==> config.mk <==
export PLATFORM = sky130hd
export DESIGN_NAME = sig_link_flat
export DESIGN_NICKNAME = d
export VERILOG_FILES = /design/src/rtl/sig_link_pkg.sv /design/src/rtl/sig_link_if.sv /design/src/rtl/sig_link_fifo.sv /design/src/rtl/sig_link.sv /design/src/flat_wrapper.sv
export SDC_FILE = /design/constraint.sdc
export NUM_CORES = 1
export LEC_CHECK = 0
export CORE_UTILIZATION = 48
export CTS_CLUSTER_SIZE = 10
export DETAILED_ROUTE_END_ITERATION = 16
export PLACE_DENSITY = 0.75
export SYNTH_ARGS = -nofsm -noshare
export SYNTH_HDL_FRONTEND = slang
export SYNTH_SLANG_ARGS = --single-unit
==> constraint.sdc <==
create_clock -name clk -period 2.3 [get_ports clk]
set_input_delay 0.345 -clock clk [delete_from_list [all_inputs] [get_ports clk]]
set_output_delay 0.345 -clock clk [all_outputs]
set_load 0.03 [all_outputs]
==> src/rtl/sig_link_pkg.sv <==
// Shared types and constants for the sig_link point-to-point channel.
package sig_link_pkg;

    localparam int WIDTH_DEF = 1;
    localparam int DEPTH_DEF = 4;

    // Value every data-carrying output returns to on reset or when the FIFO is empty.
    localparam logic RESET_VAL = 1'b0;

    typedef logic [WIDTH_DEF-1:0] sig_t;

    // Width of a field that can hold the values 0..depth inclusive.
    function automatic int count_w(input int depth);
        return $clog2(depth + 1);
    endfunction

endpackage

==> src/rtl/sig_link_if.sv <==
// Channel bundle for sig_link.
//
// Handshake: a word moves from driver to channel on a rising edge where
// drv_valid && drv_ready, and from channel to receiver on a rising edge where
// rcv_valid && rcv_ready. Valid must not depend on ready. While valid is low,
// the data lines are don't-care.
interface sig_link_if
    import sig_link_pkg::*;
#(
    parameter int WIDTH = WIDTH_DEF,
    parameter int DEPTH = DEPTH_DEF
);
    localparam int CW = count_w(DEPTH);

    logic [WIDTH-1:0] drv_sig;
    logic             drv_valid;
    logic             drv_ready;
    logic [WIDTH-1:0] rcv_sig;
    logic             rcv_valid;
    logic             rcv_ready;
    logic [WIDTH-1:0] level;
    logic [CW-1:0]    count;

    // Producer/consumer side: offers words and drains the head.
    modport master (
        output drv_sig, drv_valid, rcv_ready,
        input  drv_ready, rcv_sig, rcv_valid, level, count
    );

    // Channel side.
    modport slave (
        input  drv_sig, drv_valid, rcv_ready,
        output drv_ready, rcv_sig, rcv_valid, level, count
    );

endinterface

==> src/rtl/sig_link_fifo.sv <==
// In-order storage for sig_link: circular buffer with wrapping pointers and
// an exact occupancy counter. The caller guarantees no push when full and
// no pop when empty.
module sig_link_fifo
    import sig_link_pkg::*;
#(
    parameter int WIDTH = WIDTH_DEF,
    parameter int DEPTH = DEPTH_DEF
) (
    input  logic                      clk,
    input  logic                      rst,
    input  logic                      i_push,
    input  logic [WIDTH-1:0]          i_wdata,
    input  logic                      i_pop,
    output logic [WIDTH-1:0]          o_rdata,
    output logic [count_w(DEPTH)-1:0] o_count,
    output logic                      o_full,
    output logic                      o_empty
);
    localparam int AW = $clog2(DEPTH);
    localparam int CW = count_w(DEPTH);

    logic [WIDTH-1:0] r_mem [DEPTH];
    logic [AW-1:0]    r_wr_ptr;
    logic [AW-1:0]    r_rd_ptr;
    logic [CW-1:0]    r_count;

    // Storage write at the tail; contents are only read once written, so no reset.
    always_ff @(posedge clk) begin
        if (i_push) begin
            r_mem[r_wr_ptr] <= i_wdata;
        end
    end

    // Pointer advance (natural wrap, DEPTH is a power of two) and occupancy tracking.
    always_ff @(posedge clk or posedge rst) begin
        if (rst) begin
            r_wr_ptr <= '0;
            r_rd_ptr <= '0;
            r_count  <= '0;
        end else begin
            if (i_push) begin
                r_wr_ptr <= r_wr_ptr + AW'(1);
            end
            if (i_pop) begin
                r_rd_ptr <= r_rd_ptr + AW'(1);
            end
            case ({i_push, i_pop})
                2'b10:   r_count <= r_count + CW'(1);
                2'b01:   r_count <= r_count - CW'(1);
                default: r_count <= r_count;
            endcase
        end
    end

    assign o_rdata = r_mem[r_rd_ptr];
    assign o_count = r_count;
    assign o_full  = (r_count == CW'(DEPTH));
    assign o_empty = (r_count == '0);

endmodule

==> src/rtl/sig_link.sv <==
// sig_link: registered driver-to-receiver signal channel. Keeps a level
// mirror of the last accepted word and a first-word-fall-through FIFO.
// Every output is a register or a decode of registers; no drv_* input
// reaches an rcv_* output combinationally.
module sig_link
    import sig_link_pkg::*;
#(
    parameter int WIDTH = WIDTH_DEF,
    parameter int DEPTH = DEPTH_DEF
) (
    input  logic       clk,
    input  logic       rst,
    sig_link_if.slave  bus
);
    localparam int CW = count_w(DEPTH);

    logic             w_push;
    logic             w_pop;
    logic             w_full;
    logic             w_empty;
    logic [WIDTH-1:0] w_head;
    logic [CW-1:0]    w_count;
    logic [WIDTH-1:0] r_level;

    // Acceptance depends only on registered full/empty, so a pop on a full
    // FIFO does not free a slot for a push in the same cycle.
    assign w_push = bus.drv_valid & ~w_full;
    assign w_pop  = bus.rcv_ready & ~w_empty;

    sig_link_fifo #(
        .WIDTH (WIDTH),
        .DEPTH (DEPTH)
    ) u_fifo (
        .clk     (clk),
        .rst     (rst),
        .i_push  (w_push),
        .i_wdata (bus.drv_sig),
        .i_pop   (w_pop),
        .o_rdata (w_head),
        .o_count (w_count),
        .o_full  (w_full),
        .o_empty (w_empty)
    );

    // Level mirror follows every accepted word and holds otherwise.
    always_ff @(posedge clk or posedge rst) begin
        if (rst) begin
            r_level <= {WIDTH{RESET_VAL}};
        end else if (w_push) begin
            r_level <= bus.drv_sig;
        end
    end

    assign bus.drv_ready = ~w_full;
    assign bus.rcv_valid = ~w_empty;
    // Stale storage never leaks out while the FIFO is empty.
    assign bus.rcv_sig   = w_empty ? {WIDTH{RESET_VAL}} : w_head;
    assign bus.level     = r_level;
    assign bus.count     = w_count;

endmodule

==> src/flat_wrapper.sv <==
// flat-port wrapper written by rule: the top's interface ports become plain ports
module sig_link_flat import sig_link_pkg::*;
#(
    parameter int WIDTH = WIDTH_DEF,
    parameter int DEPTH = DEPTH_DEF
)
  (clk, rst, bus_drv_sig, bus_drv_valid, bus_rcv_ready, bus_drv_ready, bus_rcv_sig, bus_rcv_valid, bus_level, bus_count);
  sig_link_if #(.WIDTH(WIDTH), .DEPTH(DEPTH)) bus_i ();
  input  logic clk;
  input  logic rst;
  input wire logic [$bits(bus_i.drv_sig)-1:0] bus_drv_sig;
  input wire logic [$bits(bus_i.drv_valid)-1:0] bus_drv_valid;
  input wire logic [$bits(bus_i.rcv_ready)-1:0] bus_rcv_ready;
  output wire logic [$bits(bus_i.drv_ready)-1:0] bus_drv_ready;
  output wire logic [$bits(bus_i.rcv_sig)-1:0] bus_rcv_sig;
  output wire logic [$bits(bus_i.rcv_valid)-1:0] bus_rcv_valid;
  output wire logic [$bits(bus_i.level)-1:0] bus_level;
  output wire logic [$bits(bus_i.count)-1:0] bus_count;
  assign bus_i.drv_sig = bus_drv_sig;
  assign bus_i.drv_valid = bus_drv_valid;
  assign bus_i.rcv_ready = bus_rcv_ready;
  assign bus_drv_ready = bus_i.drv_ready;
  assign bus_rcv_sig = bus_i.rcv_sig;
  assign bus_rcv_valid = bus_i.rcv_valid;
  assign bus_level = bus_i.level;
  assign bus_count = bus_i.count;
  sig_link #(.WIDTH(WIDTH), .DEPTH(DEPTH)) u_core (.clk(clk), .rst(rst), .bus(bus_i));
endmodule
---- Word-level counts from Yosys, hierarchy flattened ----
Memory sizes are Yosys's and may differ from the RTL's.
Index checks and enable logic that the tools add are counted.
W data, S select, Z words.
storage, ports and cells
  memory bits (writable) .................. 4
  bits in read-only memories .............. 0
  bits in latches ......................... 0
  logic and storage cells ................. 22
  memories kept ........................... 1
  register bits ........................... 8
operators by class
  reduce and logical (&&, ||, !) cells .... 2
  equal/unequal tests ..................... 3
  bitwise logic cells ..................... 4
  $lt $le $gt $ge ......................... 0
  div/mod/pow operators ................... 0
  multiplexer cells ....................... 4
  add/subtract/negate cells ............... 4
  shift-type cells ........................ 0
  $mul .................................... 0
memory list
  memory               depth  bits a word  read ports  clocked after memory_dff  write ports  line                 source
  u_core.u_fifo.r_mem  4      1            1           0                         1            sig_link_fifo.sv:23  logic [WIDTH-1:0] r_mem [DEPTH];
operators with widths
  operator               count
  $pmux W3 S2            1
  $add A2 B1 Y2 const B  2
  $add A3 B1 Y3 const B  1
  $eq A3 B3 Y1 const B   1
  $logic_not A3 Y1       1
  $mux W1                3
  $sub A3 B1 Y3 const B  1
  $and A1 B1 Y1          2
  $eq A2 B1 Y1 const B   1
  $eq A2 B2 Y1 const B   1
  $not A1 Y1             2
  $reduce_bool A2 Y1     1

---- Longest topological paths before layout ----
  depth after elaboration ................. 5
  mapped depth ............................ 9
  mapped depth without buffers ............ 9

---- Modules after synthesis ----
A second synthesis with hierarchy kept.
unflattened totals
  cells, all modules ...................... 50
  area total of the unflattened synthesis .. 619.3 µm²
by module, submodules not included
  module         area each (µm²)  instances  cells each  seq. area each (µm²)
  sig_link_fifo  541.8            1          42          295.3
  sig_link       77.6             1          8           25.0

---- Least setup slack after synthesis ----
Ideal clock, no wire load.
  kind .................................... register to register
  from .................................... reg u_core.u_fifo.r_count[2], in the netlist u_core.u_fifo.o_count[2]
  to ...................................... reg u_core.u_fifo.r_count[2], in the netlist u_core.u_fifo.o_count[2]
  required time ........................... 2.219 ns
  setup slack ............................. -0.033 ns
  arrival time ............................ 2.253 ns
  library setup time ...................... 0.081 ns
  stages on the path, launching flop included .. 10
  cells stage by stage .................... dfrtp_1 > or3b_4 > and2_4 > inv_1 > ha_1 > inv_1 > fa_1 > xor2_1 > nor2_1 > xor2_1
on the way
  cells in the longest elaborated chain, start to end .. 5
  elaborated cells between the ends (all ways) .. 12
  those cells by class .................... add/sub (2); eq/ne (3); mux (1); bitwise (4); reduce/logical (2)
ends and longest elaborated chain
  what                                               line                 source
  start: declaration                                 sig_link_fifo.sv:26  logic [CW-1:0] r_count;
  start signal: assignment                           sig_link_fifo.sv:49  2'b10: r_count <= r_count + CW'(1);
  start signal: assignment                           sig_link_fifo.sv:50  2'b01: r_count <= r_count - CW'(1);
  start signal: assignment                           sig_link_fifo.sv:51  default: r_count <= r_count;
  $eq A3 B3 Y1 (*)                                   sig_link_fifo.sv:58  assign o_full = (r_count == CW'(DEPTH));
  $not A1 Y1 (*)                                     --
  via bus_drv_ready                                  flat_wrapper.sv:14   output wire logic [$bits(bus_i.drv_ready)-1:0] bus_drv_ready;
  $and A1 B1 Y1 (*)                                  sig_link.sv:27       assign w_push = bus.drv_valid & ~w_full;
  $eq A2 B1 Y1 or $eq A2 B2 Y1 (tied branches)       sig_link_fifo.sv:48  case ({i_push, i_pop})
  $pmux W3 S2 or $reduce_bool A2 Y1 (tied branches)  --
The timed path passes the listed nets; every way through them passes the cells marked *.
A chain may end at the register's enable or synchronous reset.

---- Worst setup path after layout ----
  from .................................... reg u_core.u_fifo.r_count[0], in the netlist u_core.u_fifo.o_count[0]
  to ...................................... out bus_rcv_valid
on the way
  cells in the longest elaborated chain, start to end .. 2
ends and longest elaborated chain
  what              line                 source
  $logic_not A3 Y1  sig_link_fifo.sv:59  assign o_empty = (r_count == '0);
  $not A1 Y1        sig_link.sv:55       assign bus.rcv_valid = ~w_empty;
  end: declaration  flat_wrapper.sv:16   output wire logic [$bits(bus_i.rcv_valid)-1:0] bus_rcv_valid;
Every way passes these cells.

==> metrics <==
status complete, no violations; Post-Route WL 1.153 mm; root buffer cell clkbuf_4; start point of the critical path u_core.u_fifo.o_count[0]$_DFFE_PP0P_; mux cell area share after synthesis 10.00%; Max Clk Rate 447.1 MHz; simple-gate share of the synthesized area 11.40%; worst r2r dst u_core.u_fifo.o_count[2]$_DFFE_PP0P_; main flop type after synthesis dfrtp_1; Setup WS post-layout 0.06343 ns; CP Data Required Time 1.96 ns; port bufs 11; Die H roughly 38 µm; WP data arrival ~1.9 ns; worst-path fanout max 4; Worst Hold Slack 0.3186 ns; RSZ-0062 raised after global routing false; largest net degree at the start of global routing 9; number of flops mapped to enable cells by yosys 4; Avg WL per Cell 14.78 µm; Final min period approximately 2.2 ns; vias per std cell between 5 and 6; Detail Placement HPWL 931.8 µm; Sw Share 39.85%; Clock transition at path regs 0.08 ns; Initial Util 54.11%; Synth Area in Compound Gates 1.600%; gr ovfl total 0; Seq pwr share about a third; Post-synth top cells dfrtp_1, inv_1, ha_1, and3_2, edfxtp_1; worst setup path endpoint bus_rcv_valid; Leakage 0.3712 nW; drc violations 0; syn_nets 57; initial antenna violation count 0; YS warnings 0; Antenna Violating Nets Remaining 0; worst hold path class primary input to async pin; worst r2r path cells 9; CTS tree done; ant diodes 0; startpoint types flip-flop; Slew headroom about four fifths; Logic pwr share between 50% and 60%; ys async rst share 66.67%; gr usage total 19.62%; Synth-to-Final Area Change 28.40%; largest family of logic cells by synthesized area adder cells; final setup violation count 0; power density over the cells 1450 nW/µm²; Netlist cell types 18; Max Clock Skew 0.008212 ns; biggest area consumer among synthesized cells dfrtp_1; vias in the first global route 426; final slew viol count 0; Final Hold Violating Endpoints 0; Synth Area in Adders a little over an eighth; Syn Area/Cell 13.60 µm²; # H-tree levels 1; Worst-Margin Slew 0.3286 ns; Seq cells post-synth 12; initial DRC count 6; critical path type flip-flop to primary output; drt pass-1 iters 3; # nets final 76; Row Count 12; share of the synthesized area in the top cell type 32.00%; Num CTS Buffers 3; Period Utilization, post-route 97.24%; share of cells above drive strength 1 29.69%; Hold Buf Count CTS 0; die area 1452 µm²; first-pass GRT wire length 1.890 mm; die span in x 38.10 µm; Mapped Cells 46; reg2reg setup slack 0.12 ns; sequential area share after synthesis about 50%; top-count cell post-synth dfrtp_1; post-route setup TNS 0 ns; Clock Sinks 12; CP Capture Type primary output; IO Pins 12; xor and xnor area share after synthesis 8.400%; GP Congestion between 0.6 and 0.7; via count 396; Max IR drop VDD roughly 740 µV; total power 0.001165 W; Core Region 1156 µm²; Pint 0.0007005 W; post-synthesis instance area between 600 and 700 µm²; Net Sw Power 0.0004640 W; RR Startpoint u_core.u_fifo.o_count[0]$_DFFE_PP0P_; CTS max path bufs 2; top cells by area, synth dfrtp_1, edfxtp_1, ha_1; pre-CTS setup slack a little over 0.07 ns; later-pin clock latency in the skew report about 0.27 ns; Clock power frac between 10% and 20%; maximum capacitance violations 0
==> what timing repair did <==
action / 4_1_cts / 5_1_grt
gates resized for setup: 1 / 0
setup endpoints to repair: 1 / 1
buffers inserted: 0 / 3
==> cells in the final DEF (no fill, tap or decap), types with 2 or more instances in the layout <==
master	instances
dfrtp_2	2
and3_2	4
xor2_1	3
clkbuf_4	3
clkdlybuf4s50_1	10
inv_1	7
buf_4	3
mux2_4	2
xnor2_1	3
ha_1	5
edfxtp_1	4
dfrtp_1	6
==> sequential cells by signal, summed over array words and instances (netlist names) <==
signal	count
u_core.u_fifo.r_rd_ptr	2
u_core.bus.level	1
u_core.u_fifo.r_wr_ptr	2
u_core.u_fifo.r_mem	4
u_core.u_fifo.o_count	3
==> per-layer routing <==
layer / track usage (%) / vias to the layer above / part of all wire, %
met4: 8.036 / 0 / 0.61
li1: - / 189 / -
met3: 1.744 / 2 / 2.2
met2: 37.29 / 6 / 58
met5: 0 / - / 0
met1: 21.96 / 199 / 39
==> worst min path at each step <==
stage,startpoint,to
finish,rst,u_core.u_fifo.r_rd_ptr[0]$_DFFE_PP0P_
detailed placement,u_core.u_fifo.o_count[2]$_DFFE_PP0P_,u_core.u_fifo.o_count[2]$_DFFE_PP0P_
global placement,u_core.u_fifo.r_rd_ptr[1]$_DFFE_PP0P_,u_core.u_fifo.r_rd_ptr[1]$_DFFE_PP0P_
CTS,rst,u_core.u_fifo.r_rd_ptr[0]$_DFFE_PP0P_
floorplan,rst,u_core.bus.level$_DFFE_PP0P_
global route,rst,u_core.u_fifo.r_rd_ptr[0]$_DFFE_PP0P_
==> final cells by class <==
| cell class | instances | area, µm² |
|---|---|---|
| Clock buffer | 4 | 26.28 |
| Inverter | 7 | 26.28 |
| Timing Repair Buffer | 14 | 131.4 |
| Fill cell | 68 | 352.8 |
| Tap cell | 14 | 17.52 |
| Sequential cell | 12 | 322.8 |
| Multi-Input combinational cell | 27 | 279.0 |
==> critical path, cell delays in order, from the launching register on <==
cell and delay, ns:
dfrtp_2 0.42, buf_4 0.15, or3_2 0.45, clkdlybuf4s50_1 0.61
==> cell families after synthesis <==
group | Yosys count
fa+ha+maj | 6
flops | 12
compound gates | 1
xor+xnor | 6
buf+inv | 7
simple gates | 10
mux | 4
==> through the flow <==
stage          cells  instance area, µm²  utilization [%]
3_3_place_gp      71               755.7            65.37
6_report          78               803.3            69.48
2_1_floorplan     46               628.1                -
4_1_cts           75               780.7            67.53
5_1_grt           78               803.3            69.48
3_5_place_dp      71               755.7            65.37
==> power groups by stage <==
stage                     Sequential, W  Clock [W]  Combinational (W)
after detailed placement       0.000404          0           0.000605
final                          0.000387   0.000133           0.000644
after floorplan                0.000449          0           0.000347
after global routing           0.000398   0.000148           0.000704
after CTS                      0.000400   0.000134           0.000600
after global placement         0.000391          0           0.000564
Power figures use the tool's default switching activity.
